[src/rtl/seq_acceptor_pkg.sv]
// Shared types and constants for the d-pad sequence acceptor.
// Lockout support in seq_acceptor is enabled by defining SEQ_ACCEPTOR_LOCKOUT_EN.
package seq_acceptor_pkg;

    typedef enum logic [2:0] {
        ST_IDLE   = 3'd0,
        ST_MATCH  = 3'd1,
        ST_ACCEPT = 3'd2,
        ST_REJECT = 3'd3,
        ST_LOCKED = 3'd4
    } state_t;

    localparam logic [1:0] BTN_UP    = 2'd0;
    localparam logic [1:0] BTN_DOWN  = 2'd1;
    localparam logic [1:0] BTN_LEFT  = 2'd2;
    localparam logic [1:0] BTN_RIGHT = 2'd3;

    // Entry 0 sits in the least significant bits: U,U,D,D,L,R,L,R.
    localparam logic [15:0] KONAMI_SEQ = {BTN_RIGHT, BTN_LEFT, BTN_RIGHT, BTN_LEFT,
                                          BTN_DOWN, BTN_DOWN, BTN_UP, BTN_UP};

    // Width helper that never returns zero, so degenerate parameters still give legal vectors.
    function automatic int clog2_min1(input int v);
        return (v > 1) ? $clog2(v) : 1;
    endfunction

endpackage

[src/rtl/seq_release_detect.sv]
// Turns debounced button levels into release events: a release vector, a
// "exactly one released" flag and the index of the (lowest) released button.
module seq_release_detect
    import seq_acceptor_pkg::*;
#(
    parameter int NUM_BTN = 4,
    parameter int BTN_W   = clog2_min1(NUM_BTN)
) (
    input  logic               clk,
    input  logic               reset,
    input  logic [NUM_BTN-1:0] btn,
    output logic [NUM_BTN-1:0] rel,
    output logic               single,
    output logic [BTN_W-1:0]   idx
);

    logic [NUM_BTN-1:0] btn_q;

    always_ff @(posedge clk) begin
        if (reset) begin
            btn_q <= '0;
        end else begin
            btn_q <= btn;
        end
    end

    assign rel    = btn_q & ~btn;
    assign single = (rel != '0) && ((rel & (rel - NUM_BTN'(1))) == '0);

    always_comb begin
        idx = '0;
        for (int i = NUM_BTN - 1; i >= 0; i--) begin
            if (rel[i]) begin
                idx = BTN_W'(i);
            end
        end
    end

endmodule

[src/rtl/seq_acceptor.sv]
// Runtime-programmable d-pad sequence acceptor with inter-release timeout.
// Define SEQ_ACCEPTOR_LOCKOUT_EN to add the consecutive-reject lockout state.
module seq_acceptor
    import seq_acceptor_pkg::*;
#(
    parameter int NUM_BTN = 4,
    parameter int SEQ_LEN = 8,
    parameter logic [SEQ_LEN*clog2_min1(NUM_BTN)-1:0] DEFAULT_SEQ = KONAMI_SEQ,
    parameter int TIMEOUT_CYCLES = 2**25,
    parameter int MAX_FAILS = 3,
    parameter int LOCK_CYCLES = 2**26
) (
    input  logic                                clk,
    input  logic                                reset,
    input  logic [NUM_BTN-1:0]                  btn,
    input  logic                                prog_we,
    input  logic [clog2_min1(SEQ_LEN)-1:0]      prog_addr,
    input  logic [clog2_min1(NUM_BTN)-1:0]      prog_btn,
    input  logic                                prog_len_we,
    input  logic [$clog2(SEQ_LEN+1)-1:0]        prog_len,
    output logic [2:0]                          state_code,
    output logic [$clog2(SEQ_LEN+1)-1:0]        progress,
    output logic                                accept_pulse,
    output logic                                reject_pulse,
    output logic                                locked
);

    localparam int BTN_W  = clog2_min1(NUM_BTN);
    localparam int PROG_W = $clog2(SEQ_LEN + 1);
    localparam int ADDR_W = clog2_min1(SEQ_LEN);
    localparam int TMO_W  = clog2_min1(TIMEOUT_CYCLES);
    localparam logic [TMO_W-1:0] TMO_LAST = TMO_W'(TIMEOUT_CYCLES - 1);

    logic [NUM_BTN-1:0] rel;
    logic               single;
    logic [BTN_W-1:0]   idx;
    logic               any_rel;

    logic [BTN_W-1:0]   seq_mem [SEQ_LEN];
    logic [PROG_W-1:0]  seq_len;
    state_t             state;
    logic [TMO_W-1:0]   tmo_cnt;
    logic [PROG_W-1:0]  nxt_prog;

    logic len_ok, prog_hit, wr_allow, cur_match;
    logic accept_ev, reject_ev, advance_ev, clear_ev;

    seq_release_detect #(
        .NUM_BTN (NUM_BTN),
        .BTN_W   (BTN_W)
    ) u_rel (
        .clk    (clk),
        .reset  (reset),
        .btn    (btn),
        .rel    (rel),
        .single (single),
        .idx    (idx)
    );

    assign any_rel    = |rel;
    assign state_code = state;
    assign nxt_prog   = progress + PROG_W'(1);
    assign len_ok     = prog_len_we && (prog_len != '0) && (prog_len <= PROG_W'(SEQ_LEN));
    assign prog_hit   = prog_we || len_ok;
    assign wr_allow   = (state != ST_LOCKED);
    // progress is 0 in IDLE, so the same lookup serves the first entry too.
    assign cur_match  = single && (idx == seq_mem[progress[ADDR_W-1:0]]);

    always_ff @(posedge clk) begin
        if (reset) begin
            for (int i = 0; i < SEQ_LEN; i++) begin
                seq_mem[i] <= DEFAULT_SEQ[i*BTN_W +: BTN_W];
            end
            seq_len <= PROG_W'(SEQ_LEN);
        end else if (wr_allow) begin
            if (prog_we) begin
                seq_mem[prog_addr] <= prog_btn;
            end
            if (len_ok) begin
                seq_len <= prog_len;
            end
        end
    end

    always_comb begin
        accept_ev  = 1'b0;
        reject_ev  = 1'b0;
        advance_ev = 1'b0;
        clear_ev   = 1'b0;
        unique case (state)
            ST_IDLE: begin
                if (cur_match) begin
                    if (nxt_prog == seq_len) accept_ev = 1'b1;
                    else                     advance_ev = 1'b1;
                end
            end
            ST_MATCH: begin
                // A programming write wins over both a release and a timeout.
                if (prog_hit) begin
                    clear_ev = 1'b1;
                end else if (any_rel) begin
                    if (cur_match) begin
                        if (nxt_prog == seq_len) accept_ev = 1'b1;
                        else                     advance_ev = 1'b1;
                    end else begin
                        reject_ev = 1'b1;
                    end
                end else if (tmo_cnt == TMO_LAST) begin
                    reject_ev = 1'b1;
                end
            end
            ST_ACCEPT, ST_REJECT: begin
                if (any_rel) clear_ev = 1'b1;
            end
            default: begin
            end
        endcase
    end

`ifdef SEQ_ACCEPTOR_LOCKOUT_EN
    localparam int FAIL_W = clog2_min1(MAX_FAILS + 1);
    localparam int LOCK_W = clog2_min1(LOCK_CYCLES);
    localparam logic [FAIL_W-1:0] FAIL_LAST = FAIL_W'(MAX_FAILS - 1);
    localparam logic [LOCK_W-1:0] LOCK_LAST = LOCK_W'(LOCK_CYCLES - 1);

    logic [FAIL_W-1:0] fail_cnt;
    logic [LOCK_W-1:0] lock_cnt;
`else
    logic unused_lock_cfg;
    assign unused_lock_cfg = ^{MAX_FAILS, LOCK_CYCLES};
    assign locked = 1'b0;
`endif

    always_ff @(posedge clk) begin
        if (reset) begin
            state        <= ST_IDLE;
            progress     <= '0;
            accept_pulse <= 1'b0;
            reject_pulse <= 1'b0;
            tmo_cnt      <= '0;
`ifdef SEQ_ACCEPTOR_LOCKOUT_EN
            locked       <= 1'b0;
            fail_cnt     <= '0;
            lock_cnt     <= '0;
`endif
        end else begin
            accept_pulse <= accept_ev;
            reject_pulse <= reject_ev;
            if (state == ST_MATCH && !any_rel && !reject_ev && !clear_ev) begin
                tmo_cnt <= tmo_cnt + TMO_W'(1);
            end else begin
                tmo_cnt <= '0;
            end

            if (accept_ev) begin
                state    <= ST_ACCEPT;
                progress <= nxt_prog;
`ifdef SEQ_ACCEPTOR_LOCKOUT_EN
                fail_cnt <= '0;
`endif
            end else if (advance_ev) begin
                state    <= ST_MATCH;
                progress <= nxt_prog;
            end else if (reject_ev) begin
                progress <= '0;
`ifdef SEQ_ACCEPTOR_LOCKOUT_EN
                fail_cnt <= fail_cnt + FAIL_W'(1);
                if (fail_cnt == FAIL_LAST) begin
                    state    <= ST_LOCKED;
                    locked   <= 1'b1;
                    lock_cnt <= '0;
                end else begin
                    state <= ST_REJECT;
                end
`else
                state <= ST_REJECT;
`endif
            end else if (clear_ev) begin
                state    <= ST_IDLE;
                progress <= '0;
            end
`ifdef SEQ_ACCEPTOR_LOCKOUT_EN
            else if (state == ST_LOCKED) begin
                if (lock_cnt == LOCK_LAST) begin
                    state    <= ST_IDLE;
                    locked   <= 1'b0;
                    fail_cnt <= '0;
                    lock_cnt <= '0;
                end else begin
                    lock_cnt <= lock_cnt + LOCK_W'(1);
                end
            end
`endif
        end
    end

endmodule
[config.mk]
export PLATFORM = sky130hd
export DESIGN_NAME = seq_acceptor
export DESIGN_NICKNAME = d
export VERILOG_FILES = /design/src/rtl/seq_acceptor_pkg.sv /design/src/rtl/seq_release_detect.sv /design/src/rtl/seq_acceptor.sv
export SDC_FILE = /design/constraint.sdc
export NUM_CORES = 1
export LEC_CHECK = 0
export CAP_MARGIN = 30
export CELL_PAD_IN_SITES_DETAIL_PLACEMENT = 0
export CELL_PAD_IN_SITES_GLOBAL_PLACEMENT = 1
export CORE_MARGIN = 8
export CORE_UTILIZATION = 25
export DETAILED_ROUTE_END_ITERATION = 8
export GPL_TIMING_DRIVEN = 0
export PLACE_DENSITY = 0.56
export SYNTH_ARGS = -nofsm -noshare
export SYNTH_HDL_FRONTEND = slang
export SYNTH_SLANG_ARGS = --single-unit
export TNS_END_PERCENT = 5
[constraint.sdc]
create_clock -name clk -period 2.5 [get_ports clk]
set_clock_uncertainty 0.15 [all_clocks]
set_input_delay 0.5 -clock clk [delete_from_list [all_inputs] [get_ports clk]]
set_output_delay 0.5 -clock clk [all_outputs]
set_load 0.005 [all_outputs]
==> results.txt, run 1 <==
CP bufs+invs - 1
Combinational share of power - 13.1%
Post-synthesis cell type count - 45
Pint - 1.76 mW
Final TNS setup - -323 ps
Clk pwr share - 40.9%
Sw Share - 24.4%
Core Area - 0.0108 sq mm
Wirelength per Cell - 13.0 microns
Via density - 4.41
Global route total overflow - 0
First-pass GRT wire length - 10,200 microns
Sequential Power Share - 46.0%
Nets@finish - 347
Initial antenna violation count - 0
Share of cells above drive strength 1 - 17.4%
Total power draw - 2.32 mW
Initial DRC count - 93
Kind of critical path - flop to flop
Mapped Area - 0.00277 sq mm
Synth-to-Final Area Change - 29.0%
Ports - 27
Largest net degree at the start of global routing - 12
Rows - 38
Async set-reset flop share out of synthesis - 0%
Fin cells - 473
Fmax - 388 MHz
Measured slew at the worst slew-check pin - 642 ps
Simple-gate area share of the yosys netlist - 22.9%
Required @ worst endpoint - 2570 ps
Worst Reg2Reg Path Length in Cells - 8
Synth Area in XOR/XNOR - 9.49%
Flop2flop setup slack - -80 ps
First drt pass iteration count - 4
Yosys top cell by area - dfxtp_1
Number of flops mapped to enable cells by yosys - 16
Min-Delay Endpoint - tmo_cnt[0]$_SDFF_PP0_
Clk pin slew, worst setup/hold paths - 70 ps
Top post-synthesis cells by area - dfxtp_1, edfxtp_1, nor2_1
Clock sink count - 60
Combinational family with the most area after synthesis - simple AND/OR/NAND/NOR gates
Hold Buf Count CTS - 0
Residual DRC - 0
Hpwl dp - 4370 microns
Worst setup margin - -78.9 ps
Hold Crit Depth - 1
Crit path arrival time - 2650 ps
CP max FO - 5
Die H - 121 microns
Violated checks - negative setup slack
Full die area - 0.0147 sq mm
Mean post-synth cell area - 9.75 sq um
Starting Density - 25.6%
Fillers - 1,154
Commonest cells in the netlist - nor2_1, dfxtp_1, nand2_1
RePlAce Congestion - 0.721
Die Wd - 121 microns
Pleak - 1.26 nW
Adder-cell share of the synthesized area - 0.903%
Cells after synthesis - 284
Cts bufs inserted - 9
Final wirelength - 6150 microns
Vias in the first global route - 2,113
Placed cells - 446
Most used cell, CP - mux2_4
Max-slew headroom - 57.2%
Outcome - finished with violations
Min Tclk post-route - 2580 ps
Synth Flop Type - dfxtp_1
HP Class - flop to flop
Pre-CTS WS - -741 ps
H-tree depth - 3
Max VDD drop - 0.273 mV
P per Cell Area - 650 mW/mm^2
Synth Area in Compound Gates - 8.49%
Synth Register Bits - 60
Slew Viols, Final - 0
Mux contribution to synthesized area - 5.83%
Critical path launch point type - flop
RSZ-0062 raised after global routing - true
Yosys top cell area share - 31.8%
Clock root cell - clkbuf_8
Diodes inserted - 0
Switching Power - 566 uW
Hold Startpoint - tmo_cnt[0]$_SDFF_PP0_
Crit end category - flop
TritonCTS clock tree - built
Hold Slack - 336 ps
Crit-path cells - mux4_2, mux2_4, or3_4, o2111ai_4, a211o_1, buf_6, nor2_2, mux2_4
Register area share after synthesis - 49.1%
Final hold vios - 0
CTS Buffer Depth - 2
Count leader, synth - nor2_1
Critical path's top delay family - multiplexers
Clock latency on the worst-skew pair - 340 ps
Period Utilization, post-route - 103%
Yosys warnings - 0
Global Route Usage Sum - 8.88%
Worst path slowest cell - mux4_2
Maxcap violations - 0
IO Port Bufs - 21
# setup viols final - 6
Vias after detailed routing - 2,086
Slowest stage delay, CP - 490 ps
Antenna-violating nets left - 0
kinds of logic (layout without fill, tap and decap cells):
group	Yosys count	in the layout
other cells	1	2
fa+ha+maj	2	2
flops	60	60
buf+inv	18	66
xor+xnor	30	30
mux	10	10
compound gates	31	31
simple gates	132	132
sequential cells by signal (all words and copies together) (netlist names), named ones only:
register      flops
reject_pulse      1
progress          4
state_code        2
seq_mem          16
accept_pulse      1
seq_len           4
u_rel.btn_q       4
tmo_cnt          25
how the worst max path moves through the flow:
stage                startpoint  endpoint  slack (ps)  cells after the start
detailed placement  prog_len[1]      flop        -740                      9
global route             btn[0]      flop        -160                      9
global placement    prog_len[1]      flop        -790                      9
CTS                        flop      flop        -110                      8
floorplan                  flop      flop           7                      8
finish                     flop      flop         -80                      8
repair_timing:
item	4_1_cts	5_1_grt
setup buffers	7	4
cloned	0	0
setup endpoints to repair	36	35
gates resized for setup	20	9
pin swaps	5	5
through the flow:
step	cell area [sq um]	utilization (%)
after floorplan	2770	-
after global routing	3570	33.0
after global placement	3160	29.1
after CTS	3500	32.3
after detailed placement	3160	29.1
final	3570	33.0
metal layers:
| metal | vias to the layer above | GRT usage [%] | wire (microns) |
|---|---|---|---|
| met4 | 0 | 4.09 | 119 |
| met2 | 34 | 14.2 | 2900 |
| met5 | - | 0 | 0 |
| met1 | 982 | 10.4 | 2890 |
| met3 | 10 | 3.35 | 245 |
| li1 | 1060 | - | - |
final cells by class:
| class | count | area, sq um | share of cell area [%] |
|---|---|---|---|
| inverters | 8 | 30.0 | 0.840 |
| flip-flops and latches | 60 | 1370 | 38.2 |
| clock buffers | 9 | 124 | 3.47 |
| plain buffers | 10 | 60.1 | 1.68 |
| clock inverters | 7 | 91.3 | 2.56 |
| well taps | 140 | 175 | 4.90 |
| multi-input cells | 207 | 1430 | 40.0 |
| repair buffers | 32 | 297 | 8.30 |
layout by cell type (no fill, tap or decap), types with 7 or more instances in the layout:
master            n
nand3_1          13
nand2_1          22
buf_4            14
clkbuf_8          9
inv_1             8
edfxtp_1         16
clkdlybuf4s50_1  21
nand2b_1          9
xor2_1           15
nor2b_1          10
and3_1            7
dfxtp_1          42
nor2_1           45
xnor2_1          15
power groups by stage:
stage	Sequential (mW)	Clock, mW	Combinational (mW)
global placement	1.09	0	0.235
floorplan	1.08	0	0.157
detailed placement	1.09	0	0.236
global route	1.08	1.02	0.331
finish	1.07	0.951	0.304
CTS	1.07	0.979	0.273
No activity file was read; power rests on OpenSTA's default activity.
==> run 2, diff against run 1 <==
CORE_ASPECT_RATIO = 0.75   (was not set)
PLACE_DENSITY = 0.5   (was 0.56)
==> run 2 against run 1 <==
The run still ends with negative setup slack left. Routed wire length is 8.2% higher. Worst hold slack lost 22 ps. Fmax increased by 1.3%. Via count down 0.34%. Power grew 12%. Critical path depth shrank 1. Register-to-register slack better by 30 ps. Sequential power barely moved. Global-route usage is 0.71 points higher. Critical path type unchanged. Largest cell class unchanged.
==> results.txt, run 2 (synthesis results as in run 1) <==
Slowest stage delay, CP - 480 ps (about the same)
First drt pass iteration count - 4 (unchanged)
Initial DRC count - 143 (+54%)
Fillers - 1,135 (-1.6%)
Rows - 33 (-13%)
Largest regs - tmo_cnt (25), seq_mem (16)
Min Tclk post-route - 2550 ps (-33.5 ps)
Diodes inserted - 0 (unchanged)
Initial antenna violation count - 0 (unchanged)
P per Cell Area - 701 mW/mm^2 (+7.7%)
Crit end category - flop
CP bufs+invs - 0 (-1)
Clk pin slew, worst setup/hold paths - 50 ps (-20 ps)
CTS Buffer Depth - 2 (unchanged)
CP max FO - 5 (unchanged)
Die H - 107 microns (-12%)
Die Wd - 138 microns (+13%)
Share of cells above drive strength 1 - 20.5% (+3.1 points)
Fmax - 393 MHz (+1.3%)
Global route total overflow - 0 (unchanged)
Nets@finish - 346 (-0.29%)
Largest net degree at the start of global routing - 11 (-1)
Total power draw - 2.60 mW (+12%)
Worst Reg2Reg Path Length in Cells - 7 (-1)
Storage cell area - 0.00137 sq mm (+0.46%)
Hold Crit Depth - 1 (unchanged)
Critical path launch point type - flop
Maxcap violations - 0 (unchanged)
Global Route Usage Sum - 9.60% (+0.71 points)
Most frequent cells in the layout - nor2_1, dfxtp_1, nand2_1
Post-route cell area - 0.00371 sq mm (+3.8%)
Measured slew at the worst slew-check pin - 642 ps (+0.663 ps)
H-tree depth - 3 (unchanged)
Most common cell after layout, fill and taps aside - nor2_1
Vias in the first global route - 2,039 (-3.5%)
Cts bufs inserted - 9 (unchanged)
Required @ worst endpoint - 2570 ps (about the same)
IO Port Bufs - 21 (unchanged)
Clock latency on the worst-skew pair - 320 ps (-20 ps)
Hpwl dp - 4680 microns (+7.2%)
Placed Area - 0.00316 sq mm (unchanged)
Outcome - finished with violations
Hold Buf Count CTS - 0 (unchanged)
Worst path slowest cell - mux4_2
Crit-path cells - mux4_2, mux2_4, o21ai_4, o2111ai_4, a211o_4, or3_4, and2_4
Clock root cell - clkbuf_16
HP Class - flop to flop
Crit path arrival time - 2620 ps (-30 ps)
Max reg flops - 25 (unchanged)
Slew Viols, Final - 0 (unchanged)
RSZ-0062 raised after global routing - true
Core Area - 0.0109 sq mm (+0.17%)
Synth-to-Final Area Change - 33.9%
Kind of critical path - flop to flop
Critical path's top delay family - multiplexers
First-pass GRT wire length - 10,700 microns (+5.6%)
Starting Density - 25.5% (-0.044 points)
Full die area - 0.0147 sq mm (+0.24%)
Biggest register - tmo_cnt
Vias after detailed routing - 2,079 (-0.34%)
Wirelength per Cell - 14.1 microns (+8.4%)
TritonCTS clock tree - built
Pleak - 1.31 nW (+3.8%)
Max VDD drop - 0.323 mV (+19%)
Clock sink count - 60 (unchanged)
Multi-input logic area - 0.00150 sq mm (+4.5%)
Critical path depth - 7 (-1)
Via density - 4.40 (-0.12%)
RePlAce Congestion - 0.740 (+2.7%)
Period Utilization, post-route - 102% (-1.3 points)
Max-slew headroom - 57.2% (about the same)
Violated checks - negative setup slack
Worst setup margin - -45.4 ps (+33.5 ps)
Antenna-violating nets left - 0 (unchanged)
Final wirelength - 6660 microns (+8.2%)
Residual DRC - 0 (unchanged)
# setup viols final - 2 (-4)
Final hold vios - 0 (unchanged)
Ports - 27 (unchanged)
run 2: changes by cell type in the layout (fill, tap and decap cells not counted), sizes merged:
cell      change
buf           -1
clkinvlp      -1
bufinv        -1
clkbuf        +2
run 2: metal layers:
layer | wire, microns | part of all wire (%) | track usage [%]
met1 | 3700 | 56 | 14.2
met2 | 2530 | 38 | 12.0
met3 | 336 | 5.0 | 3.69
met4 | 91 | 1.4 | 3.48
met5 | 0 | 0 | 0
run 2: repair_timing:
action | CTS | global route
setup buffers | 4 | 7
hold endpoints to repair | 0 | 0
setup endpoints to repair | 36 | 36
pin swaps | 6 | 14
gates resized for setup | 19 | 27
run 2: worst paths after layout:
path                               start  slack [ps]                         end
max          seq_mem[7][0]$_SDFFCE_PN1P_         -50  state_code[0]$_SDFFE_PP0P_
min                tmo_cnt[0]$_SDFF_PP0_         310       tmo_cnt[0]$_SDFF_PP0_
max reg2reg  seq_mem[7][0]$_SDFFCE_PN1P_         -50  state_code[0]$_SDFFE_PP0P_
min reg2reg        tmo_cnt[0]$_SDFF_PP0_         310       tmo_cnt[0]$_SDFF_PP0_
run 2: stage by stage:
step | setup slack (ps) | hold slack, ps | cells | util [%] | TNS (ps)
floorplan | 6.62 | 291 | 285 | - | 0
global placement | -881 | 319 | 446 | 29.1 | -25910
detailed placement | -847 | 332 | 446 | 29.1 | -23910
CTS | -53.2 | 345 | 465 | 32.6 | -1040
global route | -126 | 325 | 472 | 34.2 | -3020
finish | -45.4 | 315 | 472 | 34.2 | -74.9
run 2: power breakdown:
part	total, mW	switching [mW]	internal (mW)
sequential	1.07	0.0353	1.04
combinational	0.302	0.140	0.162
clock	1.22	0.434	0.791
run 2: cell type report:
cell class | count | share of cell area (%)
Clock buffer | 11 | 6.54
Sequential cell | 60 | 37.0
Timing Repair Buffer | 32 | 7.89
Clock inverter | 5 | 1.38
Inverter | 8 | 0.809
Multi-Input combinational cell | 207 | 40.3
Buffer | 9 | 1.32
Tap cell | 140 | 4.72
==> run 3, diff against run 2 <==
CTS_CLUSTER_SIZE = 8   (was not set)
==> results of run 3 <==
Same layout as run 2: the final DEF is identical, and so are final timing and power.
